==> config.mk <==
export PLATFORM = sky130hd
export DESIGN_NAME = baby_store_loader
export DESIGN_NICKNAME = d
export VERILOG_FILES = /design/src/rtl/baby_pkg.sv /design/src/rtl/baby_store_mem.sv /design/src/rtl/baby_store_loader.sv
export SDC_FILE = /design/constraint.sdc
export NUM_CORES = 1
export LEC_CHECK = 0
export CAP_MARGIN = 20
export CORE_ASPECT_RATIO = 1.1
export CORE_MARGIN = 2
export CORE_UTILIZATION = 45
export DETAILED_ROUTE_END_ITERATION = 6
export GPL_TIMING_DRIVEN = 0
export SLEW_MARGIN = 20
export SYNTH_ARGS = -nofsm -noshare
export SYNTH_HDL_FRONTEND = slang
export SYNTH_HIERARCHICAL = 1
export SYNTH_SLANG_ARGS = --single-unit
==> constraint.sdc <==
create_clock -name globalClock -period 4.1 [get_ports globalClock]
set_input_delay 1.23 -clock globalClock [delete_from_list [all_inputs] [get_ports globalClock]]
set_output_delay 1.23 -clock globalClock [all_outputs]
set_load 0.05 [all_outputs]
==> src/rtl/baby_pkg.sv <==
// Shared constants and the loader FSM state type for the Baby main store.
// Optional dump streaming is enabled with the BABY_STORE_DUMP_EN macro.
package baby_pkg;

  localparam int WORD_W = 32;
  localparam int ADDR_W = 5;
  localparam int WORDS  = 32;
  localparam int BIT_W  = 5;

  localparam logic RW_WRITE = 1'b1;

  typedef enum logic [1:0] {
    HOLD = 2'd0,
    LOAD = 2'd1,
    RUN  = 2'd2,
    DUMP = 2'd3
  } state_t;

endpackage

==> src/rtl/baby_store_mem.sv <==
// 32 x 32-bit register array: async read, sync write, no reset on contents.
// BABY_STORE_DUMP_EN adds a second read port used only by the dump streamer.
module baby_store_mem
  import baby_pkg::*;
(
  input  logic              clk,
  input  logic              we,
  input  logic [ADDR_W-1:0] waddr,
  input  logic [WORD_W-1:0] wdata,
  input  logic [ADDR_W-1:0] raddr,
  output logic [WORD_W-1:0] rdata
`ifdef BABY_STORE_DUMP_EN
  ,
  input  logic [ADDR_W-1:0] daddr,
  output logic [WORD_W-1:0] ddata
`endif
);

  logic [WORD_W-1:0] mem [WORDS];

  always_ff @(posedge clk) begin
    if (we) begin
      mem[waddr] <= wdata;
    end
  end

  assign rdata = mem[raddr];

`ifdef BABY_STORE_DUMP_EN
  assign ddata = mem[daddr];
`endif

endmodule

==> src/rtl/baby_store_loader.sv <==
// Baby main store with bit-serial loader that holds the CPU until loaded.
// Define BABY_STORE_DUMP_EN to add the serial dump state and ports.
module baby_store_loader
  import baby_pkg::*;
(
  input  logic              globalClock,
  input  logic              reset_i,
  input  logic              cpu_tick_i,
  input  logic [ADDR_W-1:0] ram_addr_i,
  input  logic [WORD_W-1:0] ram_data_i,
  input  logic              ram_rw_en_i,
  output logic [WORD_W-1:0] ram_data_o,
  input  logic              load_start_i,
  input  logic              load_valid_i,
  input  logic              load_bit_i,
  output logic              load_busy_o,
  input  logic              run_i,
  output logic              cpu_hold_o
`ifdef BABY_STORE_DUMP_EN
  ,
  input  logic              dump_req_i,
  output logic              dump_valid_o,
  output logic              dump_bit_o
`endif
);

  state_t            state;
  logic [BIT_W-1:0]  bit_cnt;
  logic [ADDR_W-1:0] word_cnt;
  logic [WORD_W-1:0] word_q;
  logic [WORD_W-1:0] word_d;

  logic              last_bit;
  logic              last_word;
  logic              ld_we;
  logic              cpu_we;
  logic              mem_we;
  logic [ADDR_W-1:0] mem_waddr;
  logic [WORD_W-1:0] mem_wdata;
  logic              dump_go;

  assign last_bit  = (bit_cnt == BIT_W'(WORD_W - 1));
  assign last_word = (word_cnt == ADDR_W'(WORDS - 1));

  // A restart in the same cycle as a final bit wins, so no write happens.
  assign ld_we = (state == LOAD) && !load_start_i
               && load_valid_i && last_bit;

  assign cpu_we = (state == RUN) && cpu_tick_i
                && (ram_rw_en_i == RW_WRITE);

  always_comb begin
    word_d          = word_q;
    word_d[bit_cnt] = load_bit_i;
  end

  assign mem_we    = ld_we | cpu_we;
  assign mem_waddr = ld_we ? word_cnt : ram_addr_i;
  assign mem_wdata = ld_we ? word_d : ram_data_i;

`ifdef BABY_STORE_DUMP_EN
  logic [WORD_W-1:0] dump_word;
  assign dump_go = dump_req_i;
`else
  assign dump_go = 1'b0;
`endif

  baby_store_mem u_mem (
    .clk   (globalClock),
    .we    (mem_we),
    .waddr (mem_waddr),
    .wdata (mem_wdata),
    .raddr (ram_addr_i),
    .rdata (ram_data_o)
`ifdef BABY_STORE_DUMP_EN
    ,
    .daddr (word_cnt),
    .ddata (dump_word)
`endif
  );

  always_ff @(posedge globalClock or posedge reset_i) begin
    if (reset_i) begin
      state    <= HOLD;
      bit_cnt  <= '0;
      word_cnt <= '0;
      word_q   <= '0;
    end else begin
      unique case (state)
        HOLD, RUN: begin
          if (load_start_i) begin
            state    <= LOAD;
            bit_cnt  <= '0;
            word_cnt <= '0;
            word_q   <= '0;
          end else if (dump_go) begin
            state    <= DUMP;
            bit_cnt  <= '0;
            word_cnt <= '0;
          end else if (state == HOLD && run_i) begin
            state <= RUN;
          end
        end
        LOAD: begin
          if (load_start_i) begin
            bit_cnt  <= '0;
            word_cnt <= '0;
            word_q   <= '0;
          end else if (load_valid_i) begin
            word_q  <= word_d;
            bit_cnt <= bit_cnt + BIT_W'(1);
            if (last_bit) begin
              word_cnt <= word_cnt + ADDR_W'(1);
              if (last_word) begin
                state <= RUN;
              end
            end
          end
        end
        DUMP: begin
          if (load_start_i) begin
            state    <= LOAD;
            bit_cnt  <= '0;
            word_cnt <= '0;
            word_q   <= '0;
          end else begin
            bit_cnt <= bit_cnt + BIT_W'(1);
            if (last_bit) begin
              word_cnt <= word_cnt + ADDR_W'(1);
              if (last_word) begin
                state <= HOLD;
              end
            end
          end
        end
        default: state <= HOLD;
      endcase
    end
  end

`ifdef BABY_STORE_DUMP_EN
  // Bit for the current counters is registered, so it shows one cycle later.
  always_ff @(posedge globalClock or posedge reset_i) begin
    if (reset_i) begin
      dump_valid_o <= 1'b0;
      dump_bit_o   <= 1'b0;
    end else if (state == DUMP && !load_start_i) begin
      dump_valid_o <= 1'b1;
      dump_bit_o   <= dump_word[bit_cnt];
    end else begin
      dump_valid_o <= 1'b0;
      dump_bit_o   <= 1'b0;
    end
  end
`endif

  assign load_busy_o = (state == LOAD);
  assign cpu_hold_o  = (state != RUN);

endmodule

==> run metrics <==
RSZ-0062 raised after global routing true; xor/xnor cell area share of the yosys netlist 0.000809; Layout Skew between 40 and 50 ps; Synth top area share 0.710; synthesized flop and latch total between 1000 and 1500; 1st-pass router iterations 5; Simple-Gate Fraction of Synth Area 0.0462; kind of critical path in2out; GR Util All Layers 0.233; total CTS buffers roughly 110; largest net degree at the start of global routing 33; Worst-Margin Slew 922 ps; Tcrit/Tclk final 1.03; outcome finished, violations left; failing checks setup timing; placed cell areas roughly 0.047 mm2; Floorplan Core Area roughly 0.096 mm2; Final Net Count around 2900; post-route ant nets 0; HP Class reg2reg; post-synthesis sequential area ratio 0.735; ratio of cells with drive above 1 in the final layout 0.237; hold violation count in the final report 0; synthesized instance count 2572; vias per std cell roughly 5.8; Clk Tree Root Cell clkbuf_16; residual DRC count 0; Yosys warning total 6; worst-skew pair later-pin latency about 700 ps; CTS tree yes; Port Buf Inserts 77; VDD IR max 0.000401 V; max-slew violation count 0; most frequent cell after synthesis edfxtp_1; vias in the first global route between 20000 and 30000; synth cell count leaders 1024 x edfxtp_1, 546 x mux2i_1, 139 x nand2_1, 108 x nand3_1, 99 x a21oi_1; Finished Layout Cells between 4000 and 5000; max cap viols 0; CTS clk-pin slew, worst paths approximately 60 ps; setup ws final -121 ps; Slew HR 0.377; CP Capture Type primary output; Syn-to-layout area delta 24.1%; drt first-iter violations 2206; setup tns final -1820 ps; Die Span Y 329 um; Max Freq 0.237 GHz; CP Data Required Time between 2000 and 3000 ps; antenna violations before repair 2; die width around 300 um; Initial Util 0.453; Hold Slack roughly 530 ps; Antenna Cells 0; critical path launch point type input port; Leakage Power roughly 0.019 uW; RePlAce Congestion roughly 0.9; adder-cell share of the synthesized area 0.00202; DP Wirelength roughly 73000 um; Synth Area in Compound Gates 0.0480; Pwr Density around 430 mW/mm2; Setup WS pre-CTS -1750 ps; Yosys top cell by area edfxtp_1; Arr. time, crit path approximately 3000 ps; crit path max fanout 6; Ports between 70 and 80; Avg WL per Cell approximately 27 um; Final Critical Period 4220 ps; Sink Count approximately 1100; ys async rst share 0.0412; syn_nets 2624; global-route wire length before repair 168000 um; share of synthesized area spent on multiplexers 0.145; top_reg_cell synth edfxtp_1; Mapped Area between 0.04 and 0.05 mm2; main combinational cell family by area after synthesis multiplexers; total grt overflow 0; vias roughly 25000; number of enable flip-flop cells after synthesis approximately 1000; H-tree depth 3; Max Buffers Root-to-Sink 3; die area a little under 0.1 mm2; post-route cell area 0.0538 mm2; Mapped Avg Cell Area around 17 um2; hold_buf cts 0; Setup-failing EPs final 31; dpl cells about 4000; Netlist cell types 46; top cells by area, synth edfxtp_1 71%, mux2i_1 13%, dfrtp_1 2.5%, a22oi_1 1.7%, mux2_2 1.5%; final wirelength between 100000 and 150000 um; row cnt 119
[cell usage in the layout (no fill, tap or decap), drive strengths merged, types with 3 or more instances in the layout]
master	instances
xor2	3
nor4b	4
nor2	48
or3b	3
clkinvlp	6
mux2i	546
nand3b	6
a31oi	32
ha	7
nor4bb	15
nand4b	12
and3	3
clkdlybuf4s50	40
bufinv	10
nor2b	5
clkinv	56
nand3	108
a21oi	99
o211ai	5
buf	254
clkbuf	193
inv	7
a22oi	96
o31ai	3
a22o	64
nand4	16
dfrtp	44
mux2	69
o21ai	5
nor3	32
or3	3
edfxtp	1024
nand2	139
[state kept, by name, indices dropped and copies added (netlist names)]
name       flops
u_mem/mem   1024
word_q        32
bit_cnt        5
word_cnt       5
state          2
[per-layer routing]
metal	global-route usage	routed length, um	up-vias
li1	-	-	10800
met2	0.405	59300	861
met4	0.0737	3080	4
met5	0	28	-
met3	0.0317	6930	166
met1	0.303	46500	12800
[critical path, cell delays in order]
cell	delay, ps
buf_8	100
buf_4	130
buf_12	140
buf_16	160
buf_12	140
mux2i_1	160
a22o_1	230
nor3_4	70
a31oi_4	260
nand3_2	170
buf_8	180
[path summary, 6_finish.rpt]
| check | from | endpoint | slack [ps] | cells after the start |
|---|---|---|---|---|
| max | ram_addr_i[0] | ram_data_o[25] | -120 | 11 |
| min in group asynchronous | reset_i | state[0] | 920 | 2 |
| min | word_q[24] | word_q[24] | 530 | 2 |
| max reg2reg | bit_cnt[1] | u_mem/mem[12][1] | 60 | 11 |
| max in group asynchronous | reset_i | word_q[4] | 2640 | 3 |
| min reg2reg | word_q[24] | word_q[24] | 530 | 2 |
[what timing repair did]
action                                 4_1_cts  5_1_grt
pin swaps                                  143       96
setup buffers                               51       20
cloned                                      17        5
endpoints found under the hold margin        0        0
setup endpoints to repair                 1056      221
gates resized for setup                    673       74
[cells by family (layout without fill, tap and decap cells)]
family,after synthesis,after routing
fa+ha+maj,7,7
xor+xnor,4,4
buf+inv,171,566
flops,1068,1068
compound gates,306,306
simple gates,401,404
mux,615,615
[where the power goes]
group          total, uW  switching (uW)  leakage (uW)  internal (uW)
Clock               9620            4090       0.00169           5530
Combinational       1810            1120       0.00767            689
Sequential         12000            3.39       0.00981          12000
[area by class of cell]
class	instances	area (um2)
Fill cell	7259	41800
Sequential cell	1068	31900
Multi-Input combinational cell	1336	12000
Timing Repair Buffer	198	3240
Clock buffer	128	2820
Buffer	161	1640
Tap cell	1270	1590
Clock inverter	74	646
Inverter	5	18.8
[metrics by stage]
step	power, uW	utilization
after floorplan	13100	-
after global placement	13600	0.478
after detailed placement	13600	0.490
after CTS	23500	0.557
after global routing	24000	0.562
final	23400	0.562
(Power assumes the default switching activity.)
